===== src/rtl/mvm_pkg.sv =====
`default_nettype none
// ---------------------------------------------------------------------------
// mvm_pkg : shared state encoding and default sizes for the MVM sequencer
// Rev 1.0 : initial release
// ---------------------------------------------------------------------------
package mvm_pkg;

    localparam int c_DEF_ROWS   = 8;
    localparam int c_DEF_COLS   = 8;
    localparam int c_DEF_DATA_W = 8;
    localparam int c_VEC_FIFO   = c_DEF_ROWS;

    typedef enum logic [2:0] {
        IDLE    = 3'd0,
        REQ     = 3'd1,
        WAIT    = 3'd2,
        UNPACK  = 3'd3,
        CLR     = 3'd4,
        COMPUTE = 3'd5,
        DRAIN   = 3'd6,
        DONE    = 3'd7
    } state_t;

endpackage
`default_nettype wire


===== src/rtl/mvm_sequencer_if.sv =====
`default_nettype none
// ---------------------------------------------------------------------------
// mvm_sequencer_if : memory read port plus FIFO/MAC control bundle
// Rev 1.0 : initial release
// ---------------------------------------------------------------------------
interface mvm_sequencer_if
    import mvm_pkg::*;
#(
    parameter int ROWS   = c_DEF_ROWS,
    parameter int DATA_W = c_DEF_DATA_W,
    parameter int MEM_W  = 64,
    parameter int ADDR_W = 32
);
    logic [ADDR_W-1:0] mem_address;
    logic              mem_read;
    logic [MEM_W-1:0]  mem_readdata;
    logic              mem_readdatavalid;
    logic              mem_waitrequest;
    logic [ROWS:0]     fifo_wr_en;
    logic [DATA_W-1:0] fifo_wr_data;
    logic              fifo_rd_en;
    logic              mac_clr;
    logic              mac_en;

    modport master (
        output mem_address, mem_read, fifo_wr_en, fifo_wr_data,
               fifo_rd_en, mac_clr, mac_en,
        input  mem_readdata, mem_readdatavalid, mem_waitrequest
    );

    modport slave (
        input  mem_address, mem_read, fifo_wr_en, fifo_wr_data,
               fifo_rd_en, mac_clr, mac_en,
        output mem_readdata, mem_readdatavalid, mem_waitrequest
    );
endinterface
`default_nettype wire


===== src/rtl/word_unpacker.sv =====
`default_nettype none
// ---------------------------------------------------------------------------
// word_unpacker : latches one memory word and walks its bytes LSB first
// Rev 1.0 : initial release
// ---------------------------------------------------------------------------
module word_unpacker
    import mvm_pkg::*;
#(
    parameter int COLS   = c_DEF_COLS,
    parameter int DATA_W = c_DEF_DATA_W,
    parameter int MEM_W  = 64
) (
    input  wire logic              clk,
    input  wire logic              rst_n,
    input  wire logic              load_i,
    input  wire logic [MEM_W-1:0]  word_i,
    input  wire logic              adv_i,
    input  wire logic              clr_i,
    output logic [DATA_W-1:0]      byte_o,
    output logic                   last_o
);
    localparam int c_IDX_W = $clog2(COLS);

    logic [MEM_W-1:0]   word_q;
    logic [c_IDX_W-1:0] idx_q;

    always_ff @(posedge clk) begin
        if (!rst_n) begin
            word_q <= '0;
            idx_q  <= '0;
        end else if (load_i) begin
            word_q <= word_i;
            idx_q  <= '0;
        end else if (clr_i) begin
            idx_q  <= '0;
        end else if (adv_i) begin
            idx_q  <= last_o ? '0 : idx_q + 1'b1;
        end
    end

    assign last_o = (idx_q == c_IDX_W'(COLS - 1));
    assign byte_o = word_q[idx_q*DATA_W +: DATA_W];

endmodule
`default_nettype wire


===== src/rtl/mvm_sequencer.sv =====
`default_nettype none
// ---------------------------------------------------------------------------
// mvm_sequencer : fetches matrix/vector rows into FIFOs, then runs the MACs
// Rev 1.0 : initial release
// ---------------------------------------------------------------------------
module mvm_sequencer
    import mvm_pkg::*;
#(
    parameter int          ROWS      = c_DEF_ROWS,
    parameter int          COLS      = c_DEF_COLS,
    parameter int          DATA_W    = c_DEF_DATA_W,
    parameter int          MEM_W     = 64,
    parameter int          ADDR_W    = 32,
    parameter int unsigned BASE_ADDR = 0
) (
    input  wire logic       clk,
    input  wire logic       rst_n,
    input  wire logic       start,
    output logic            busy,
    output logic            done,
    mvm_sequencer_if.master bus
);
    localparam int c_ROW_W = $clog2(ROWS + 1);

    state_t             state_q, state_d;
    logic [c_ROW_W-1:0] row_q, row_d;
    logic               mac_en_q;

    logic              mem_read;
    logic [ROWS:0]     wr_en;
    logic              rd_en;
    logic              clr;
    logic              load;
    logic              adv;
    logic              clr_idx;
    logic              last;
    logic [DATA_W-1:0] cur_byte;

    word_unpacker #(
        .COLS   (COLS),
        .DATA_W (DATA_W),
        .MEM_W  (MEM_W)
    ) u_unpacker (
        .clk    (clk),
        .rst_n  (rst_n),
        .load_i (load),
        .word_i (bus.mem_readdata),
        .adv_i  (adv),
        .clr_i  (clr_idx),
        .byte_o (cur_byte),
        .last_o (last)
    );

    always_ff @(posedge clk) begin
        if (!rst_n) begin
            state_q  <= IDLE;
            row_q    <= '0;
            mac_en_q <= 1'b0;
        end else begin
            state_q  <= state_d;
            row_q    <= row_d;
            mac_en_q <= rd_en;
        end
    end

    always_comb begin
        state_d  = state_q;
        row_d    = row_q;
        mem_read = 1'b0;
        wr_en    = '0;
        rd_en    = 1'b0;
        clr      = 1'b0;
        load     = 1'b0;
        adv      = 1'b0;
        clr_idx  = 1'b0;
        done     = 1'b0;
        unique case (state_q)
            IDLE: begin
                if (start) begin
                    state_d = REQ;
                    row_d   = '0;
                end
            end
            REQ: begin
                mem_read = 1'b1;
                if (!bus.mem_waitrequest) state_d = WAIT;
            end
            WAIT: begin
                if (bus.mem_readdatavalid) begin
                    load    = 1'b1;
                    state_d = UNPACK;
                end
            end
            UNPACK: begin
                // Row ROWS is the vector row, landing in the last FIFO.
                wr_en = (ROWS + 1)'(1) << row_q;
                adv   = 1'b1;
                if (last) begin
                    if (row_q == c_ROW_W'(ROWS)) begin
                        state_d = CLR;
                    end else begin
                        row_d   = row_q + 1'b1;
                        state_d = REQ;
                    end
                end
            end
            CLR: begin
                clr     = 1'b1;
                clr_idx = 1'b1;
                state_d = COMPUTE;
            end
            COMPUTE: begin
                rd_en = 1'b1;
                adv   = 1'b1;
                if (last) state_d = DRAIN;
            end
            DRAIN: state_d = DONE;
            DONE: begin
                done    = 1'b1;
                state_d = IDLE;
            end
            default: state_d = IDLE;
        endcase
    end

    assign busy             = (state_q != IDLE);
    assign bus.mem_read     = mem_read;
    assign bus.mem_address  = ADDR_W'(BASE_ADDR) + ADDR_W'(row_q);
    assign bus.fifo_wr_en   = wr_en;
    assign bus.fifo_wr_data = (state_q == UNPACK) ? cur_byte : '0;
    assign bus.fifo_rd_en   = rd_en;
    assign bus.mac_clr      = clr;
    assign bus.mac_en       = mac_en_q;

endmodule
`default_nettype wire


===== src/flat_wrapper.sv =====
// flat-port wrapper written by rule: the top's interface ports become plain ports
module mvm_sequencer_flat import mvm_pkg::*;
#(
    parameter int          ROWS      = c_DEF_ROWS,
    parameter int          COLS      = c_DEF_COLS,
    parameter int          DATA_W    = c_DEF_DATA_W,
    parameter int          MEM_W     = 64,
    parameter int          ADDR_W    = 32,
    parameter int unsigned BASE_ADDR = 0
)
  (clk, rst_n, start, busy, done, bus_mem_address, bus_mem_read, bus_fifo_wr_en, bus_fifo_wr_data, bus_fifo_rd_en, bus_mac_clr, bus_mac_en, bus_mem_readdata, bus_mem_readdatavalid, bus_mem_waitrequest);
  mvm_sequencer_if #(.ROWS(ROWS), .DATA_W(DATA_W), .MEM_W(MEM_W), .ADDR_W(ADDR_W)) bus_i ();
  input  wire logic clk;
  input  wire logic rst_n;
  input  wire logic start;
  output logic busy;
  output logic done;
  output wire logic [$bits(bus_i.mem_address)-1:0] bus_mem_address;
  output wire logic [$bits(bus_i.mem_read)-1:0] bus_mem_read;
  output wire logic [$bits(bus_i.fifo_wr_en)-1:0] bus_fifo_wr_en;
  output wire logic [$bits(bus_i.fifo_wr_data)-1:0] bus_fifo_wr_data;
  output wire logic [$bits(bus_i.fifo_rd_en)-1:0] bus_fifo_rd_en;
  output wire logic [$bits(bus_i.mac_clr)-1:0] bus_mac_clr;
  output wire logic [$bits(bus_i.mac_en)-1:0] bus_mac_en;
  input wire logic [$bits(bus_i.mem_readdata)-1:0] bus_mem_readdata;
  input wire logic [$bits(bus_i.mem_readdatavalid)-1:0] bus_mem_readdatavalid;
  input wire logic [$bits(bus_i.mem_waitrequest)-1:0] bus_mem_waitrequest;
  assign bus_mem_address = bus_i.mem_address;
  assign bus_mem_read = bus_i.mem_read;
  assign bus_fifo_wr_en = bus_i.fifo_wr_en;
  assign bus_fifo_wr_data = bus_i.fifo_wr_data;
  assign bus_fifo_rd_en = bus_i.fifo_rd_en;
  assign bus_mac_clr = bus_i.mac_clr;
  assign bus_mac_en = bus_i.mac_en;
  assign bus_i.mem_readdata = bus_mem_readdata;
  assign bus_i.mem_readdatavalid = bus_mem_readdatavalid;
  assign bus_i.mem_waitrequest = bus_mem_waitrequest;
  mvm_sequencer #(.ROWS(ROWS), .COLS(COLS), .DATA_W(DATA_W), .MEM_W(MEM_W), .ADDR_W(ADDR_W), .BASE_ADDR(BASE_ADDR)) u_core (.clk(clk), .rst_n(rst_n), .start(start), .busy(busy), .done(done), .bus(bus_i));
endmodule

===== config.mk =====
export PLATFORM = sky130hd
export DESIGN_NAME = mvm_sequencer_flat
export DESIGN_NICKNAME = d
export VERILOG_FILES = /design/src/rtl/mvm_pkg.sv /design/src/rtl/mvm_sequencer_if.sv /design/src/rtl/word_unpacker.sv /design/src/rtl/mvm_sequencer.sv /design/src/flat_wrapper.sv
export SDC_FILE = /design/constraint.sdc
export NUM_CORES = 1
export LEC_CHECK = 0
export BUFFER_PORTS_ARGS = -buffer_cell sky130_fd_sc_hd__buf_2
export CORE_UTILIZATION = 52
export DETAILED_ROUTE_END_ITERATION = 7
export GPL_TIMING_DRIVEN = 0
export PLACE_DENSITY = 0.9
export SLEW_MARGIN = 20
export SYNTH_ARGS = -nofsm -noshare
export SYNTH_HDL_FRONTEND = slang
export SYNTH_HIERARCHICAL = 1
export SYNTH_SLANG_ARGS = --single-unit

===== constraint.sdc =====
create_clock -name clk -period 2.5 [get_ports clk]
set_input_delay 0.25 -clock clk [delete_from_list [all_inputs] [get_ports clk]]
set_output_delay 0.25 -clock clk [all_outputs]
set_load 0.02 [all_outputs]

==> metrics <==
setup fix buffers added after clock tree synthesis=0; cell breakdown of the critical path=buf_6 -> buf_12 -> mux4_2 -> mux2_4 -> and2_1 -> buf_2; critical path launch point type=flip-flop; total length of routed wires=8930 microns; number of stages on the worst hold path=3; number of register bits inferred by synthesis=75; Clock transition at path regs=0.09 ns; RSZ-0062 raised after global routing=false; post-placement cell area=4710 sq um; net count reported at finish=583; via count of the first global-routing pass=3001; hold path startpoint=bus_mem_readdata[32]; CTS tree=done; wire length of the first global-routing pass=14200 microns; Layout area overhead=22.5%; final max-slew violation count=0; number of remaining DRC errors=0; share of flip-flops with an asynchronous set or reset after synthesis=0%; time the worst path needs with I/O delays and setup=2.47 ns; Tightest Pin Transition=0.690 ns; worst hold-check path type=in2reg; effective utilization at floorplan=54.4%; data required time of the critical path=2.25 ns; total clock sinks=75; number of top-level design ports=124; detailed router's first-iteration violation count=106; first-pass detailed-route iteration total=4; post-route fraction of the period consumed by the critical path=98.7%; total of endpoints with negative setup slack in the final report=0; initial antenna violation count=0; total half-perimeter wirelength after legalization and detailed placement=6620 microns; final non-filler cell area=4910 sq um; Clock H-tree levels=3; Num CTS Buffers=9; EDFF count, synth=0; post-synthesis cell type with the largest combined area=dfxtp_1; Worst Hold Path EP=u_core/u_unpacker/word_q[32]; worst clock skew on the final layout=0.0117 ns; startpoint of the worst register-to-register path=u_core/u_unpacker/idx_q[0]; Worst Path Max Fanout=10; Critical Path Max Stage Delay=0.54 ns; largest buffer count on any clock path=2; share of post-route cells with drive strength above 1=33.7%; antenna viol nets, final=0; post-route setup TNS=0 ns; number of distinct library cells after synthesis=38; power per unit of standard cell area=666 nW/um^2; Mean Syn Cell Area=10.9 sq um; Yosys warnings=6; Die ar.=8070 sq um; result of the run=completed; hold-fix buffers at CTS=0; endpoint of the worst register-to-register path=u_core/row_q[3]; worst vdd ir=517 uV; Via Count=3062; highest attainable clock frequency=405 MHz; cell area after technology mapping=4010 sq um; top_reg_cell synth=dfxtp_1; WP data arrival=2.22 ns; count of inserted antenna diode cells=0; total count of hold-check failures in the final report=0; cell at the root of the clock tree=clkbuf_8; die width=89.8 microns; reported max-cap violation count=0; count of cells along the worst register-to-register path=7; Worst R2R Setup Slack=0.21 ns; slew margin rel.=54.0%; chip height=89.8 microns; classification of the worst setup path=reg2out; leakage power=2.12 nW; number of buffer cells added on primary ports=95; Slowest cell on crit path=mux4_2; maximum number of pins on one net before global-route repair=14; overall track demand over capacity in global routing=22.7%; sequential-to-total area share from yosys stat=37.4%; area share of the largest cell type after synthesis=37.4%; leftover overflow at the end of global routing=0; average vias per placed instance=5.05; Clk Latency, worst-skew pair=0.37 ns; core region area=7370 sq um; Post-Synthesis Cells=368; type of element capturing the critical path=output port; main area contributors after synthesis=dfxtp_1 (37%), mux2i_1 (17%), nor2b_1 (11%), buf_4 (5.2%), mux4_1 (5.2%); mean routed wirelength per cell=14.7 microns; weighted congestion at the end of routability-driven global placement=0.821; num rows=31
Yosys cell counts (2+ instances only):
cell,count
mux2i_1,68
o22ai_1,2
nor2_1,6
buf_2,9
nand2_1,9
ha_1,12
or2b_1,2
mux4_2,8
a21boi_0,3
clkbuf_1,10
mux4_1,8
mux2_4,8
inv_1,7
or3b_2,2
dfxtp_1,75
buf_4,28
and2_1,12
and3_1,6
o21ai_0,3
or4_1,4
nor2b_1,69
metrics by stage:
stage / cells / hold WS (ns) / util, % / setup WS [ns] / total power [mW]
after global placement: 589 / 0.480 / 63.9 / 0.294 / 2.30
after detailed placement: 589 / 0.499 / 63.9 / 0.268 / 2.35
after floorplan: 395 / 0.419 / - / 0.463 / 2.12
after CTS: 605 / 0.139 / 66.6 / 0.0463 / 3.27
after global routing: 606 / 0.142 / 66.7 / 0.00355 / 3.44
final: 606 / 0.140 / 66.7 / 0.0336 / 3.27
critical path, delay by kind of cell, from the launching register on:
| kind | cells | cell delay [ns] |
|---|---|---|
| simple gates | 1 | 0.16 |
| buf+inv | 3 | 0.48 |
| flops | 1 | 0.40 |
| mux | 2 | 0.81 |
final cells by class:
class / count / area, sq um
well taps: 99 / 124
repair buffers: 96 / 480
multi-input cells: 263 / 2260
plain buffers: 50 / 332
clock buffers: 10 / 128
clock inverters: 6 / 65.1
flip-flops and latches: 75 / 1500
inverters: 7 / 26.3
fillers: 572 / 2460
per-layer routing:
metal | up-vias | GRT usage [%] | share of wire (%)
met5 | - | 0 | 0
met4 | 0 | 9.43 | 1.9
met3 | 15 | 6.09 | 6.3
met2 | 123 | 37.8 | 49
met1 | 1437 | 27.9 | 43
li1 | 1487 | - | -
how the worst max path moves through the flow:
| stage | from | slack, ns | depth (start not counted) | end |
|---|---|---|---|---|
| after detailed placement | u_core/u_unpacker/idx_q[1] | 0.27 | 6 | bus_fifo_wr_data[6] |
| after global routing | u_core/u_unpacker/idx_q[0] | 0.004 | 6 | bus_fifo_wr_data[6] |
| after global placement | u_core/u_unpacker/idx_q[1] | 0.29 | 6 | bus_fifo_wr_data[5] |
| final | u_core/u_unpacker/idx_q[0] | 0.03 | 6 | bus_fifo_wr_data[6] |
| after floorplan | u_core/u_unpacker/idx_q[0] | 0.46 | 7 | u_core/row_q[3] |
| after CTS | u_core/u_unpacker/idx_q[1] | 0.05 | 6 | bus_fifo_wr_data[6] |
sequential cells by signal, summed over array words and instances, names as in the netlist:
name,flops
u_core/state_q,3
u_core/u_unpacker/word_q,64
u_core/bus.mac_en,1
u_core/u_unpacker/idx_q,3
u_core/row_q,4
power breakdown:
part           switching, mW  internal, mW
Sequential            0.0689          1.31
Combinational          0.497         0.461
Clock                  0.472         0.463
Total                   1.04          2.23
kinds of logic (layout without fill, tap and decap cells):
logic type               after synthesis  after routing  share of synthesized area [%]
buffers and inverters                 57            169                           8.83
AO/OA/AOI/OAI                         15             15                           2.56
AND/OR/NAND/NOR                      116            116                           17.6
adder cells (fa/ha/maj)               12             12                           3.74
flip-flops                            75             75                           37.4
other                                  1             28                         0.0935
multiplexers                          92             92                           29.7
what timing repair did:
action | in CTS | in global routing
cloned | 0 | 1
pin swaps | 0 | 0
endpoints found under the hold margin | 0 | 0
endpoints found under the setup margin | 8 | 5
resized for setup | 1 | 1
layout by cell type, fill, tap and decap left out, types with 8 or more instances in the layout:
master      n
buf_2     104
and2_1     12
mux4_1      8
mux4_2      8
mux2_4      8
nand2_1     9
dfxtp_1    75
ha_1       12
clkbuf_8    9
nor2b_1    69
clkbuf_1   10
mux2i_1    68
conb_1     28
buf_4      28
Note: power is estimated with default switching activity, not from simulation.
